===== src/rtl/prog_loader_pkg.sv =====
`default_nettype none
// ============================================================================
// Module   : prog_loader_pkg
// Brief    : Shared constants for the descriptor-driven program loader.
// Revision : 1.0  initial release
// ============================================================================
package prog_loader_pkg;

  localparam int c_TGT_W = 2;

  localparam logic [1:0] c_TGT_END = 2'b00;
  localparam logic [1:0] c_TGT_IM  = 2'b01;
  localparam logic [1:0] c_TGT_DM  = 2'b10;
  localparam logic [1:0] c_TGT_RSV = 2'b11;

  localparam int c_ST_W = 3;
  localparam logic [2:0] c_ST_IDLE   = 3'd0;
  localparam logic [2:0] c_ST_DFETCH = 3'd1;
  localparam logic [2:0] c_ST_DDEC   = 3'd2;
  localparam logic [2:0] c_ST_COPY   = 3'd3;
  localparam logic [2:0] c_ST_DRAIN  = 3'd4;
  localparam logic [2:0] c_ST_DONE   = 3'd5;
  localparam logic [2:0] c_ST_ERR    = 3'd6;

  localparam logic [1:0] c_ERR_NONE  = 2'd0;
  localparam logic [1:0] c_ERR_TGT   = 2'd1;
  localparam logic [1:0] c_ERR_NOEND = 2'd2;

  // Descriptor layout, MSB first: tgt | src | dst | len
  function automatic int desc_width(input int mem_aw, input int dst_aw, input int len_w);
    return c_TGT_W + mem_aw + dst_aw + len_w;
  endfunction

  function automatic int dst_lsb(input int len_w);
    return len_w;
  endfunction

  function automatic int src_lsb(input int dst_aw, input int len_w);
    return dst_aw + len_w;
  endfunction

  function automatic int tgt_lsb(input int mem_aw, input int dst_aw, input int len_w);
    return mem_aw + dst_aw + len_w;
  endfunction

endpackage
`default_nettype wire


===== src/rtl/prog_loader_copy.sv =====
`default_nettype none
// ============================================================================
// Module   : prog_loader_copy
// Brief    : Read/write copy pipeline with word counter and checksum.
// Revision : 1.0  initial release
// ============================================================================
module prog_loader_copy #(
  parameter int MEM_AW = 14,
  parameter int DST_AW = 10,
  parameter int LEN_W  = 10,
  parameter int DATA_W = 32
) (
  input  logic              clk,
  input  logic              rst,
  input  logic              i_clear,
  input  logic              i_load,
  input  logic              i_tgt_im,
  input  logic [MEM_AW-1:0] i_src,
  input  logic [DST_AW-1:0] i_dst,
  input  logic [LEN_W-1:0]  i_len,
  input  logic [DATA_W-1:0] i_mem_data,
  output logic              o_rd_en,
  output logic              o_rd_last,
  output logic [MEM_AW-1:0] o_rd_addr,
  output logic              o_wr_valid,
  output logic              o_wr_im,
  output logic [DST_AW-1:0] o_wr_addr,
  output logic [DATA_W-1:0] o_wr_data,
  output logic [15:0]       o_word_cnt,
  output logic [DATA_W-1:0] o_checksum
);

  logic              r_rd_active;
  logic [MEM_AW-1:0] r_rd_addr;
  logic [LEN_W-1:0]  r_rd_left;
  logic              r_wr_valid;
  logic              r_wr_im;
  logic [DST_AW-1:0] r_wr_addr;
  logic [15:0]       r_word_cnt;
  logic [DATA_W-1:0] r_checksum;

  always_ff @(posedge clk) begin
    if (rst) begin
      r_rd_active <= 1'b0;
      r_rd_addr   <= '0;
      r_rd_left   <= '0;
      r_wr_valid  <= 1'b0;
      r_wr_im     <= 1'b0;
      r_wr_addr   <= '0;
      r_word_cnt  <= '0;
      r_checksum  <= '0;
    end else begin
      // Write trails read by one cycle: data returns the cycle after the strobe
      r_wr_valid <= r_rd_active;
      if (r_wr_valid) begin
        r_wr_addr <= r_wr_addr + DST_AW'(1);
      end
      if (r_rd_active) begin
        r_rd_addr <= r_rd_addr + MEM_AW'(1);
        r_rd_left <= r_rd_left - LEN_W'(1);
        if (r_rd_left == LEN_W'(1)) begin
          r_rd_active <= 1'b0;
        end
      end
      if (i_load) begin
        r_rd_active <= 1'b1;
        r_rd_addr   <= i_src;
        r_rd_left   <= i_len;
        r_wr_addr   <= i_dst;
        r_wr_im     <= i_tgt_im;
      end
      if (i_clear) begin
        r_word_cnt <= '0;
        r_checksum <= '0;
      end else if (r_wr_valid) begin
        if (r_word_cnt != 16'hFFFF) begin
          r_word_cnt <= r_word_cnt + 16'd1;
        end
        r_checksum <= r_checksum + i_mem_data;
      end
    end
  end

  assign o_rd_en    = r_rd_active;
  assign o_rd_last  = r_rd_active && (r_rd_left == LEN_W'(1));
  assign o_rd_addr  = r_rd_addr;
  assign o_wr_valid = r_wr_valid;
  assign o_wr_im    = r_wr_im;
  assign o_wr_addr  = r_wr_addr;
  assign o_wr_data  = i_mem_data;
  assign o_word_cnt = r_word_cnt;
  assign o_checksum = r_checksum;

endmodule
`default_nettype wire


===== src/rtl/prog_loader.sv =====
`default_nettype none
// ============================================================================
// Module   : prog_loader
// Brief    : Descriptor-table sequencer copying backing memory into IM/DM.
// Revision : 1.0  initial release
// ============================================================================
module prog_loader
  import prog_loader_pkg::*;
#(
  parameter int DESC_AW = 8,
  parameter int MEM_AW  = 14,
  parameter int DST_AW  = 10,
  parameter int LEN_W   = 10,
  parameter int DATA_W  = 32,
  parameter int IMA_W   = 10,
  parameter int DMA_W   = 15,
  localparam int DESC_W = desc_width(MEM_AW, DST_AW, LEN_W)
) (
  input  logic               clk,
  input  logic               rst,
  input  logic               start,
  output logic               busy,
  output logic               done,
  output logic               error,
  output logic [1:0]         err_code,
  output logic [15:0]        word_cnt,
  output logic [DATA_W-1:0]  checksum,
  output logic               rom_enable,
  output logic               rom_read,
  output logic [DESC_AW-1:0] rom_address,
  input  logic [DESC_W-1:0]  rom_out,
  output logic               MEM_en,
  output logic               MEM_read,
  output logic               MEM_write,
  output logic [MEM_AW-1:0]  MEM_addr,
  input  logic [DATA_W-1:0]  MEM_data,
  output logic               IM_enable,
  output logic               IM_write,
  output logic               IM_read,
  output logic [IMA_W-1:0]   IM_address,
  output logic [DATA_W-1:0]  IM_in,
  output logic               DM_enable,
  output logic               DM_write,
  output logic               DM_read,
  output logic [DMA_W-1:0]   DM_address,
  output logic [DATA_W-1:0]  DM_in
);

  localparam int c_DST_LSB = dst_lsb(LEN_W);
  localparam int c_SRC_LSB = src_lsb(DST_AW, LEN_W);
  localparam int c_TGT_LSB = tgt_lsb(MEM_AW, DST_AW, LEN_W);

  logic [c_ST_W-1:0]  r_state;
  logic [DESC_AW-1:0] r_idx;
  logic [1:0]         r_err_code;

  logic [1:0]         w_tgt;
  logic [MEM_AW-1:0]  w_src;
  logic [DST_AW-1:0]  w_dst;
  logic [LEN_W-1:0]   w_len;
  logic               w_clear;
  logic               w_load;
  logic               w_last_idx;
  logic               w_rd_last;
  logic               w_wr_valid;
  logic               w_wr_im;
  logic [DST_AW-1:0]  w_wr_addr;
  logic [DATA_W-1:0]  w_wr_data;

  assign w_tgt      = rom_out[c_TGT_LSB +: c_TGT_W];
  assign w_src      = rom_out[c_SRC_LSB +: MEM_AW];
  assign w_dst      = rom_out[c_DST_LSB +: DST_AW];
  assign w_len      = rom_out[0 +: LEN_W];
  assign w_clear    = (r_state == c_ST_IDLE) && start;
  assign w_load     = (r_state == c_ST_DDEC) && (w_tgt == c_TGT_IM || w_tgt == c_TGT_DM)
                      && (w_len != '0);
  assign w_last_idx = &r_idx;

  always_ff @(posedge clk) begin
    if (rst) begin
      r_state    <= c_ST_IDLE;
      r_idx      <= '0;
      r_err_code <= c_ERR_NONE;
    end else begin
      case (r_state)
        c_ST_IDLE: begin
          if (start) begin
            r_idx      <= '0;
            r_err_code <= c_ERR_NONE;
            r_state    <= c_ST_DFETCH;
          end
        end
        c_ST_DFETCH: r_state <= c_ST_DDEC;
        c_ST_DDEC: begin
          if (w_tgt == c_TGT_END) begin
            r_state <= c_ST_DONE;
          end else if (w_tgt == c_TGT_RSV) begin
            r_state    <= c_ST_ERR;
            r_err_code <= c_ERR_TGT;
          end else if (w_len != '0) begin
            r_state <= c_ST_COPY;
          end else if (w_last_idx) begin
            r_state    <= c_ST_ERR;
            r_err_code <= c_ERR_NOEND;
          end else begin
            r_idx   <= r_idx + DESC_AW'(1);
            r_state <= c_ST_DFETCH;
          end
        end
        c_ST_COPY: begin
          if (w_rd_last) begin
            r_state <= c_ST_DRAIN;
          end
        end
        c_ST_DRAIN: begin
          // Running off the table end means no END descriptor was found
          if (w_last_idx) begin
            r_state    <= c_ST_ERR;
            r_err_code <= c_ERR_NOEND;
          end else begin
            r_idx   <= r_idx + DESC_AW'(1);
            r_state <= c_ST_DFETCH;
          end
        end
        c_ST_DONE, c_ST_ERR: begin
          if (!start) begin
            r_state    <= c_ST_IDLE;
            r_err_code <= c_ERR_NONE;
          end
        end
        default: r_state <= c_ST_IDLE;
      endcase
    end
  end

  prog_loader_copy #(
    .MEM_AW (MEM_AW),
    .DST_AW (DST_AW),
    .LEN_W  (LEN_W),
    .DATA_W (DATA_W)
  ) u_copy (
    .clk        (clk),
    .rst        (rst),
    .i_clear    (w_clear),
    .i_load     (w_load),
    .i_tgt_im   (w_tgt == c_TGT_IM),
    .i_src      (w_src),
    .i_dst      (w_dst),
    .i_len      (w_len),
    .i_mem_data (MEM_data),
    .o_rd_en    (MEM_en),
    .o_rd_last  (w_rd_last),
    .o_rd_addr  (MEM_addr),
    .o_wr_valid (w_wr_valid),
    .o_wr_im    (w_wr_im),
    .o_wr_addr  (w_wr_addr),
    .o_wr_data  (w_wr_data),
    .o_word_cnt (word_cnt),
    .o_checksum (checksum)
  );

  assign busy        = (r_state == c_ST_DFETCH) || (r_state == c_ST_DDEC) ||
                       (r_state == c_ST_COPY)   || (r_state == c_ST_DRAIN);
  assign done        = (r_state == c_ST_DONE);
  assign error       = (r_state == c_ST_ERR);
  assign err_code    = r_err_code;
  assign rom_enable  = (r_state == c_ST_DFETCH);
  assign rom_read    = rom_enable;
  assign rom_address = r_idx;
  assign MEM_read    = MEM_en;
  assign MEM_write   = 1'b0;

  assign IM_enable   = w_wr_valid && w_wr_im;
  assign IM_write    = IM_enable;
  assign IM_read     = 1'b0;
  assign IM_address  = IMA_W'(w_wr_addr);
  assign IM_in       = IM_enable ? w_wr_data : '0;
  assign DM_enable   = w_wr_valid && !w_wr_im;
  assign DM_write    = DM_enable;
  assign DM_read     = 1'b0;
  assign DM_address  = DMA_W'(w_wr_addr);
  assign DM_in       = DM_enable ? w_wr_data : '0;

endmodule
`default_nettype wire


===== config.mk =====
export PLATFORM = sky130hd
export DESIGN_NAME = prog_loader
export DESIGN_NICKNAME = d
export VERILOG_FILES = /design/src/rtl/prog_loader_pkg.sv /design/src/rtl/prog_loader_copy.sv /design/src/rtl/prog_loader.sv
export SDC_FILE = /design/constraint.sdc
export NUM_CORES = 1
export LEC_CHECK = 0
export BUFFER_PORTS_ARGS = -buffer_cell sky130_fd_sc_hd__buf_4
export CAP_MARGIN = 20
export CORE_MARGIN = 4
export CORE_UTILIZATION = 46
export DETAILED_ROUTE_END_ITERATION = 6
export GPL_ROUTABILITY_DRIVEN = 0
export PLACE_DENSITY = 0.78
export SYNTH_ARGS = -nofsm -noshare
export SYNTH_HDL_FRONTEND = slang
export SYNTH_SLANG_ARGS = --single-unit

===== constraint.sdc =====
create_clock -name clk -period 3 [get_ports clk]
set_input_delay 0.6 -clock clk [delete_from_list [all_inputs] [get_ports clk]]
set_output_delay 0.6 -clock clk [all_outputs]
set_load 0.005 [all_outputs]

-- Yosys cells after proc, flatten, opt, wreduce, memory -nomap -nowiden
Index checks and enable logic that the tools add are counted.
Widths: inputs -> output; s select.
- add/sub/neg operators: 6
- multiply operators: 0
- div/mod/pow operators: 0
- order comparisons: 0
- eq/ne operators: 18
- shift operators: 0
- mux-type cells: 32
- bitwise logic cells: 0
- reductions and logical operators: 25
- operators by type and width (cell ; number):
    $mux 32 ; 2
    $mux 10 ; 4
    $mux 8 ; 5
    $add 32x32->32 ; 1
    $mux 14 ; 2
    $pmux 8 s3 ; 1
    $mux 3 ; 7
    $pmux 3 s6 ; 1
    $add 16x1->16 const B ; 1
    $ne 16x16->1 const B ; 1
    $add 14x1->14 const B ; 1
    $mux 2 ; 6
    $add 10x1->10 const B ; 1
    $eq 10x1->1 const B ; 1
    $ne 2x2->1 const B ; 5
    $reduce_and 5->1 ; 2
    $reduce_bool 10->1 ; 1
    $sub 10x1->10 const B ; 1
    $eq 3x3->1 const B ; 3
    $add 8x1->8 const B ; 1
    $pmux 2 s4 ; 1
    $reduce_and 8->1 ; 1
    $eq 3x2->1 const B ; 2
    $logic_and 1x1->1 ; 6
    16 further kinds ; 24
- register bits: 98
- bits in latches: 0
- memory bits (writable): 0
- bits in read-only memories: 0
- word-level logic and storage cells: 92
- memories kept: 0

-- Longest topological paths before layout
Gate-level depths: netlist of the first run.
- depth in word-level cells: 6
- mapped depth: 8
- gate-level depth less buffers: 8

-- By module
Synthesis of the first run repeated with hierarchy kept, for this count alone.
- cell total of the unflattened synthesis: 939
- area, all modules: 7233.2 µm²
- modules (own cells, without submodules) (module ; instances ; cells each ; area an instance (µm²) ; sequential area each (µm²)):
    prog_loader_copy ; 1 ; 708 ; 5527.8 ; 1701.6
    prog_loader ; 1 ; 231 ; 1705.4 ; 260.2

-- Least setup slack after synthesis of the first run
Ideal clock, no wire load.
- kind: input -> register
- start: in MEM_data[0]
- end: reg u_copy.r_checksum[28], in the netlist u_copy.o_checksum[28]
- data arrival time: 2.752 ns
- data required time: 2.883 ns
- slack: 0.131 ns
- stages: 8
- path buffers: 0
- cells stage by stage: ha_1 -> fa_1 -> a21o_1 -> a311o_1 -> a21oi_4 -> nor4_1 -> or4_1 -> a32o_1
- cells in the longest elaborated chain, start to end: 1
- RTL lines (what ; line ; text):
    from (decl) ; prog_loader.sv:36 ; input logic [DATA_W-1:0] MEM_data,
    $add 32x32->32 ; prog_loader_copy.sv:79 ; r_checksum <= r_checksum + i_mem_data;
    to (signal assigned) ; prog_loader_copy.sv:79 ;
    to (decl) ; prog_loader_copy.sv:40 ; logic [DATA_W-1:0] r_checksum;
No other way between the ends.
A chain may end at the register's enable or synchronous reset.

-- Worst setup path after layout of the first run
- start: in MEM_data[0]
- end: reg u_copy.r_checksum[30], in the netlist u_copy.o_checksum[30]
Same word-level chain as after synthesis.

==> metrics.md, run 1 <==
| Metric | Value |
|---|---|
| Gate power share | `0.257` |
| Cell-internal power | `0.00244 W` |
| Core Region | `0.0148 mm^2` |
| Die area | `0.0174 mm^2` |
| Worst R2R Setup Slack | `0.31 ns` |
| Relative slew slack | `0.384` |
| Ys Warns | `0` |
| CTS tree | `yes` |
| Fin util | `0.623` |
| NetSw | `0.00114 W` |
| Fmax | `between 300 and 400 MHz` |
| Setup_tns | `0 ns` |
| Top-area cell type share of the netlist area | `0.278` |
| Syn Std Cell Area | `a little over 0.007 mm^2` |
| Worst EP required | `3.24 ns` |
| Total gr overflow | `0` |
| Final hold viol count | `0` |
| Skew-Pair Late Insertion Delay | `0.35 ns` |
| # setup viols final | `0` |
| Critical Path AT | `2.95 ns` |
| Wire length per cell | `16.0 um` |
| Crit end category | `flip-flop` |
| Final min period | `2.71 ns` |
| Post-Layout Cell Count | `1,296` |
| CTS Root Cell | `clkbuf_16` |
| Max clock buf depth | `2` |
| Sequential power share | `0.422` |
| Clock power share | `0.321` |
| DRT Pass-1 Iters | `5` |
| Clk sink count | `just under 100` |
| Period utilization | `0.903` |
| DRT Wirelength | `around 21 mm` |
| IO Pins | `246` |
| Pwr Total | `~0.0036 W` |
| Cell count after placement | `1,280` |
| Cts hold-fix bufs | `0` |
| Die height | `132 um` |
| First-pass GRT wire length | `33.9 mm` |
| Layout cells sized above 1 | `0.263` |
| CTS resizes | `0` |
| Status | `completed` |
| Sequential fraction of the synthesis area | `0.278` |
| PD cells | `390 mW/mm^2` |
| Via/cell ratio | `5.63` |
| Leak | `4.09 nW` |
| Num rows | `44` |
| CP Class | `in2reg` |
| Asr flop ratio synth | `0` |
| Max Cap Viol | `0` |
| Clock slew at reported path FFs | `~0.070 ns` |
| Switching share of power | `0.319` |
| Synth area leaders | `dfxtp_1, ha_1, nor2_1, and3_1, xnor2_1` |
| Area growth from synthesis to layout | `30.4%` |
| CTS Buf Count | `9` |
| Netlist cell types | `70` |
| Initial antenna violation count | `0` |
| Crit-path max FO | `4` |
| Hold Path Class | `reg2reg` |
| EDFF count, synth | `0` |
| Final Skew | `0.00698 ns` |
| RSZ-0062 raised after global routing | `no` |
| H-tree depth | `3` |
| # Post-CTS Setup Buffers | `0` |
| Die X | `132 um` |
| Worst-Margin Slew | `slightly above 0.9 ns` |
| Area leader, netlist | `dfxtp_1` |
| Gate Count Post-Synth | `906` |
| DRT iter0 DRCs | `509` |
| Synth Area per Inst | `~8 um^2` |
| Global-route usage over all layers | `0.229` |
| Synthesis-stage register bit count | `98` |
| I/O Buffers | `237` |
| DRC viols | `0` |
| Antenna violation net count after detailed routing | `0` |
| Detailed placement HPWL | `roughly 16 mm` |
| DR vias | `7,298` |
| Initial core utilization | `0.478` |
| Peak supply drop | `0.301 mV` |
| Fin nets | `1,219` |
| Critical path launch point type | `input pin` |
| Final Max Tran Viols | `0` |
| Vias in the first global route | `6,815` |
| Prevailing post-synth register cell | `dfxtp_1` |
| # diodes | `0` |
| Largest net degree at the start of global routing | `57` |
## per-stage QoR
step	hold slack (ns)	setup WS, ns	cell area [um^2]
floorplan	0.469	0.131	7080
global placement	0.471	-0.0169	8900
detailed placement	0.479	-0.0650	8900
CTS	0.489	0.299	9190
global route	0.525	0.162	9190
finish	0.485	0.290	9190
## layer usage
layer | wire [um] | vias up | share of wire | GRT usage
li1 | - | 3670 | - | -
met1 | 9330 | 3344 | 0.45 | 0.298
met2 | 9580 | 256 | 0.46 | 0.376
met3 | 1440 | 28 | 0.069 | 0.0584
met4 | 393 | 0 | 0.019 | 0.0653
met5 | 0 | - | 0 | 0
## path summary, 6_finish.rpt
check	start	endpoint	cells after the start
hold reg to reg	u_copy.o_checksum[21]	u_copy.o_checksum[21]	2
hold / removal	u_copy.o_checksum[21]	u_copy.o_checksum[21]	2
setup reg to reg	u_copy.o_checksum[0]	u_copy.o_checksum[30]	9
setup / recovery	MEM_data[0]	u_copy.o_checksum[30]	10
## area by class of cell
| cell class | count | area, um^2 |
|---|---|---|
| Inverter | 13 | 48.8 |
| Sequential cell | 98 | 1960 |
| Clock inverter | 5 | 36.3 |
| Fill cell | 1363 | 5560 |
| Tap cell | 184 | 230 |
| Clock buffer | 11 | 253 |
| Multi-Input combinational cell | 725 | 4690 |
| Timing Repair Buffer | 260 | 1960 |
## power by group through the flow
stage	logic, W	clock network (W)	registers [W]
floorplan	0.000585	0	0.00150
global placement	0.000901	0	0.00154
detailed placement	0.000916	0	0.00154
CTS	0.000922	0.00117	0.00151
global route	0.00102	0.00122	0.00153
finish	0.000920	0.00115	0.00151
## sequential cells by signal, summed over array words and instances (netlist names), 2 cells and up
register,cells
u_copy.o_word_cnt,16
u_copy.o_rd_addr,14
u_copy.o_checksum,32
rom_address,8
u_copy.r_rd_left,10
r_state,3
err_code,2
u_copy.o_wr_addr,10
## cell usage after synthesis, types with 3 or more instances
library cell    n
a311oi_1        5
clkbuf_1       46
xor2_1         32
a32o_1          6
and3_1         46
mux2_2          5
buf_1           4
a31oi_1         7
and4_1          5
nand2b_1        6
xnor2_1        32
nand2_1        71
a21o_1         11
nand4_1        24
or3_1          11
mux2i_1        11
and2_1         41
o21a_1          9
buf_4          22
o211ai_1        8
nor3_1         19
or4_1           4
nor2_1        103
o31ai_1         3
inv_1          12
a211o_1         4
a21oi_1        52
nor2b_1         4
o21bai_1        3
o21ai_0        38
ha_1           40
a211oi_1       34
nand3_1        27
a32oi_1         4
buf_2           5
dfxtp_1        98
nor4_1         12
## cells by family after synthesis
| logic type | Yosys count | share of synthesized area |
|---|---|---|
| buf+inv | 90 | 0.0605 |
| xor+xnor | 64 | 0.0795 |
| flops | 98 | 0.278 |
| fa+ha+maj | 41 | 0.0738 |
| other cells | 1 | 0.000532 |
| mux | 16 | 0.0236 |
| compound gates | 214 | 0.209 |
| simple gates | 382 | 0.275 |
## cell usage in the layout, fill, tap and decap left out, types with 4 or more instances in the layout
| cell type | n |
|---|---|
| or4_1 | 4 |
| mux2i_1 | 11 |
| nor4_1 | 12 |
| a211o_1 | 4 |
| nand2_1 | 71 |
| a21o_1 | 11 |
| dfxtp_1 | 97 |
| and3_1 | 46 |
| and4_1 | 5 |
| nand4_1 | 24 |
| a311oi_1 | 5 |
| a211oi_1 | 34 |
| a32oi_1 | 4 |
| and2_1 | 41 |
| xnor2_1 | 32 |
| clkbuf_16 | 9 |
| or3_1 | 11 |
| nand3_1 | 26 |
| nor3_1 | 19 |
| inv_1 | 12 |
| o21ai_0 | 38 |
| conb_1 | 8 |
| xor2_1 | 32 |
| ha_1 | 40 |
| nand2b_1 | 6 |
| buf_4 | 259 |
| o21a_1 | 9 |
| a31oi_1 | 7 |
| o211ai_1 | 8 |
| a21oi_1 | 52 |
| a32o_1 | 6 |
| nor2_1 | 102 |
| nor2b_1 | 4 |
| mux2_2 | 5 |
## critical path, cell delays in order
cell and delay [ns]:
buf_4 0.12, ha_1 0.20, fa_1 0.40, a21o_1 0.21
a311o_1 0.45, a32oi_1 0.20, buf_4 0.17, a21oi_1 0.07
or3_1 0.30, a32o_1 0.24
(Power assumes the default switching activity.)
==> run 2: changes to the inputs <==
Settings changed: CORE_UTILIZATION 46 to 47, PLACE_DENSITY 0.78 to 0.74, SYNTH_HIERARCHICAL set to 1.
==> metrics.md, run 2 <==
| Metric | Value |
|---|---|
| CTS resizes | `0 (unchanged)` |
| Initial antenna violation count | `0 (unchanged)` |
| Setup WS pre-CTS | `-0.0960 ns (was -0.0650 ns)` |
| Fin nets | `1,217 (was 1,219)` |
| Top Usage Layer GRT | `met2 (unchanged)` |
| IO Pins | `246 (unchanged)` |
| Gate Count Post-Synth | `939 (was 906)` |
| Area growth from synthesis to layout | `25.5% (was 30.4%)` |
| DR vias | `7,099 (was 7,298)` |
| Top-area cell type share of the netlist area | `0.271 (was 0.278)` |
| Total gr overflow | `0 (unchanged)` |
| PD cells | `469 mW/mm^2 (was 390 mW/mm^2)` |
| CP Class | `in2reg (unchanged)` |
| # diodes | `0 (unchanged)` |
| Sequential fraction of the synthesis area | `0.271 (was 0.278)` |
| DRT iter0 DRCs | `353 (was 509)` |
| Final Max Tran Viols | `0 (unchanged)` |
| I/O Buffers | `237 (unchanged)` |
| Cts hold-fix bufs | `0 (unchanged)` |
| CTS Root Cell | `clkbuf_16 (unchanged)` |
| Clk sink count | `98 (unchanged)` |
| Fin util | `0.599 (was 0.623)` |
| Largest net degree at the start of global routing | `52 (was 57)` |
| Netlist cell types | `75 (was 70)` |
| # setup viols final | `0 (unchanged)` |
| Antenna violation net count after detailed routing | `0 (unchanged)` |
| # Post-CTS Setup Buffers | `0 (unchanged)` |
| CTS tree | `yes (unchanged)` |
| Min setup slack post-route | `0.230 ns (was 0.290 ns)` |
| Hold Path Class | `in2reg (was reg2reg)` |
| Critical Path AT | `3.05 ns (was 2.95 ns)` |
| Synth Area per Inst | `7.70 um^2 (was 7.78 um^2)` |
| Via/cell ratio | `5.47 (was 5.63)` |
| H-tree depth | `3 (unchanged)` |
| Commonest cells after routing, fill and taps aside | `buf_4, nor2_1, dfxtp_1 (unchanged)` |
| Post-route cell area | `0.00908 mm^2 (was 0.00919 mm^2)` |
| Max reg flops | `32 (unchanged)` |
| Critical path launch point type | `input pin (unchanged)` |
| Synthesis-stage register bit count | `98 (unchanged)` |
| Prevailing post-synth register cell | `dfxtp_1 (unchanged)` |
| Cell count after placement | `1,282 (was 1,280)` |
| Crit end category | `flip-flop (unchanged)` |
| Die area | `0.0174 mm^2 (about the same)` |
| Layout cells sized above 1 | `0.271 (was 0.263)` |
| Initial core utilization | `0.478 (about the same)` |
| Peak supply drop | `0.399 mV (was 0.301 mV)` |
| Final Skew | `0.0103 ns (was 0.00698 ns)` |
| Clock slew at reported path FFs | `0.08 ns (was 0.07 ns)` |
| EDFF count, synth | `0 (unchanged)` |
| Relative slew slack | `0.604 (was 0.384)` |
| FILL cells | `1,446 (was 1,363)` |
| Ys Warns | `6 (was 0)` |
| CTS Buf Count | `9 (unchanged)` |
| Post-DP Area | `0.00877 mm^2 (was 0.00890 mm^2)` |
| Max Cap Viol | `0 (unchanged)` |
| DRT Wirelength | `20.0 mm (was 20.7 mm)` |
| Fmax | `361 MHz (was 369 MHz)` |
| Global-route usage over all layers | `0.222 (was 0.229)` |
| Die height | `132 um (about the same)` |
| Synth area leaders | `dfxtp_1, ha_1, nor2_1, buf_4, a21oi_1 (was dfxtp_1, ha_1, nor2_1, and3_1, xnor2_1)` |
| Syn Std Cell Area | `0.00723 mm^2 (was 0.00705 mm^2)` |
| Final min period | `2.77 ns (was 2.71 ns)` |
| Pwr Total | `0.00426 W (was 0.00358 W)` |
| Skew-Pair Late Insertion Delay | `0.35 ns (about the same)` |
| List of most frequent post-synthesis cells | `nor2_1, dfxtp_1, a21oi_1 (was nor2_1, dfxtp_1, nand2_1)` |
| Detailed placement HPWL | `15.3 mm (was 16.0 mm)` |
| Commonest non-fill, non-tap cell in the layout | `buf_4 (unchanged)` |
| Met1 usage in global routing | `0.276 (was 0.298)` |
| Area leader, netlist | `dfxtp_1 (unchanged)` |
| Post-Layout Cell Count | `1,298 (was 1,296)` |
| Status | `completed (unchanged)` |
| Core Region | `0.0151 mm^2 (was 0.0148 mm^2)` |
| Count leader, synth | `nor2_1 (unchanged)` |
| Vias in the first global route | `6,576 (was 6,815)` |
| Die X | `132 um (about the same)` |
| Grt met3 use | `0.0485 (was 0.0584)` |
| DRC viols | `0 (unchanged)` |
| Asr flop ratio synth | `0 (unchanged)` |
| Crit-path max FO | `3 (was 4)` |
| Wire length per cell | `15.4 um (was 16.0 um)` |
| GR Util met2 | `0.385 (was 0.376)` |
| DRT Pass-1 Iters | `4 (was 5)` |
| Period utilization | `0.923 (was 0.903)` |
| Num rows | `45 (was 44)` |
| Worst-Margin Slew | `0.594 ns (was 0.920 ns)` |
| First-pass GRT wire length | `32.9 mm (was 33.9 mm)` |
| Max clock buf depth | `2 (unchanged)` |
| Final hold viol count | `0 (unchanged)` |
| Leak | `4.25 nW (was 4.09 nW)` |
| RSZ-0062 raised after global routing | `no (unchanged)` |
| Worst EP required | `3.28 ns (was 3.24 ns)` |
## run 2: cell types whose count changed after synthesis, moves of 7 or more
cell / change
and2_1: -7
o21ai_0: +8
xor2_1: +7
a211oi_1: -30
nand2_1: +8
nand4_1: -8
a21oi_1: +33
nor3_1: -11
inv_1: +9
nor2_1: +21
clkbuf_1: -11
nand3_1: -7
buf_4: +35
## run 2: cells by family after synthesis
family | count (synthesis) | synth area share
flops | 98 | 0.271
fa+ha+maj | 41 | 0.0720
mux | 18 | 0.0258
compound gates | 215 | 0.194
buf+inv | 124 | 0.0977
xor+xnor | 65 | 0.0787
simple gates | 377 | 0.260
other cells | 1 | 0.000518
## run 2: area by class of cell
| cell class | count | area [um^2] | share of cell area |
|---|---|---|---|
| inverters | 22 | 82.6 | 0.00910 |
| clock buffers | 9 | 225 | 0.0248 |
| repair buffers | 250 | 1890 | 0.209 |
| well taps | 188 | 235 | 0.0259 |
| multi-input cells | 724 | 4590 | 0.506 |
| flip-flops and latches | 98 | 1960 | 0.216 |
| clock inverters | 7 | 82.6 | 0.00910 |
## run 2: through the flow
stage          hold WS (ns)  setup TNS (ns)
3_5_place_dp          0.472         -0.0960
5_1_grt               0.478               0
4_1_cts               0.461               0
2_1_floorplan         0.466               0
6_report              0.475               0
3_3_place_gp          0.466         -0.0438
## run 2: path summary, 6_finish.rpt
kind / cells after the start / end / slack, ns / startpoint
worst min-delay path: 3 / u_copy/o_wr_addr[4] / 0.48 / rom_out[14]
worst min register to register: 2 / err_code[0] / 0.48 / err_code[0]
worst max register to register: 10 / u_copy/o_checksum[18] / 0.26 / u_copy/o_checksum[0]
worst max-delay path: 11 / u_copy/o_checksum[18] / 0.23 / MEM_data[0]
## run 2: worst max-delay path, cell delays in order
cell      delay (ns)
buf_4           0.13
ha_1            0.24
fa_1            0.42
a21oi_1         0.25
o211ai_1        0.15
a21boi_0        0.37
o21ai_0         0.22
a21oi_1         0.24
o21ai_0         0.13
xnor2_1         0.14
o21ai_0         0.15
## run 2: per-layer routing
metal / vias up / part of all wire
met5: - / 0
met4: 0 / 0.018
met3: 23 / 0.068
met2: 217 / 0.48
met1: 3292 / 0.43
li1: 3567 / -
## run 2: power breakdown
| group | internal [W] | leakage, nW | switching (W) |
|---|---|---|---|
| Sequential | 0.00142 | 0.793 | 0.000175 |
| Combinational | 0.000655 | 3.32 | 0.000790 |
| Clock | 0.000662 | 0.145 | 0.000559 |
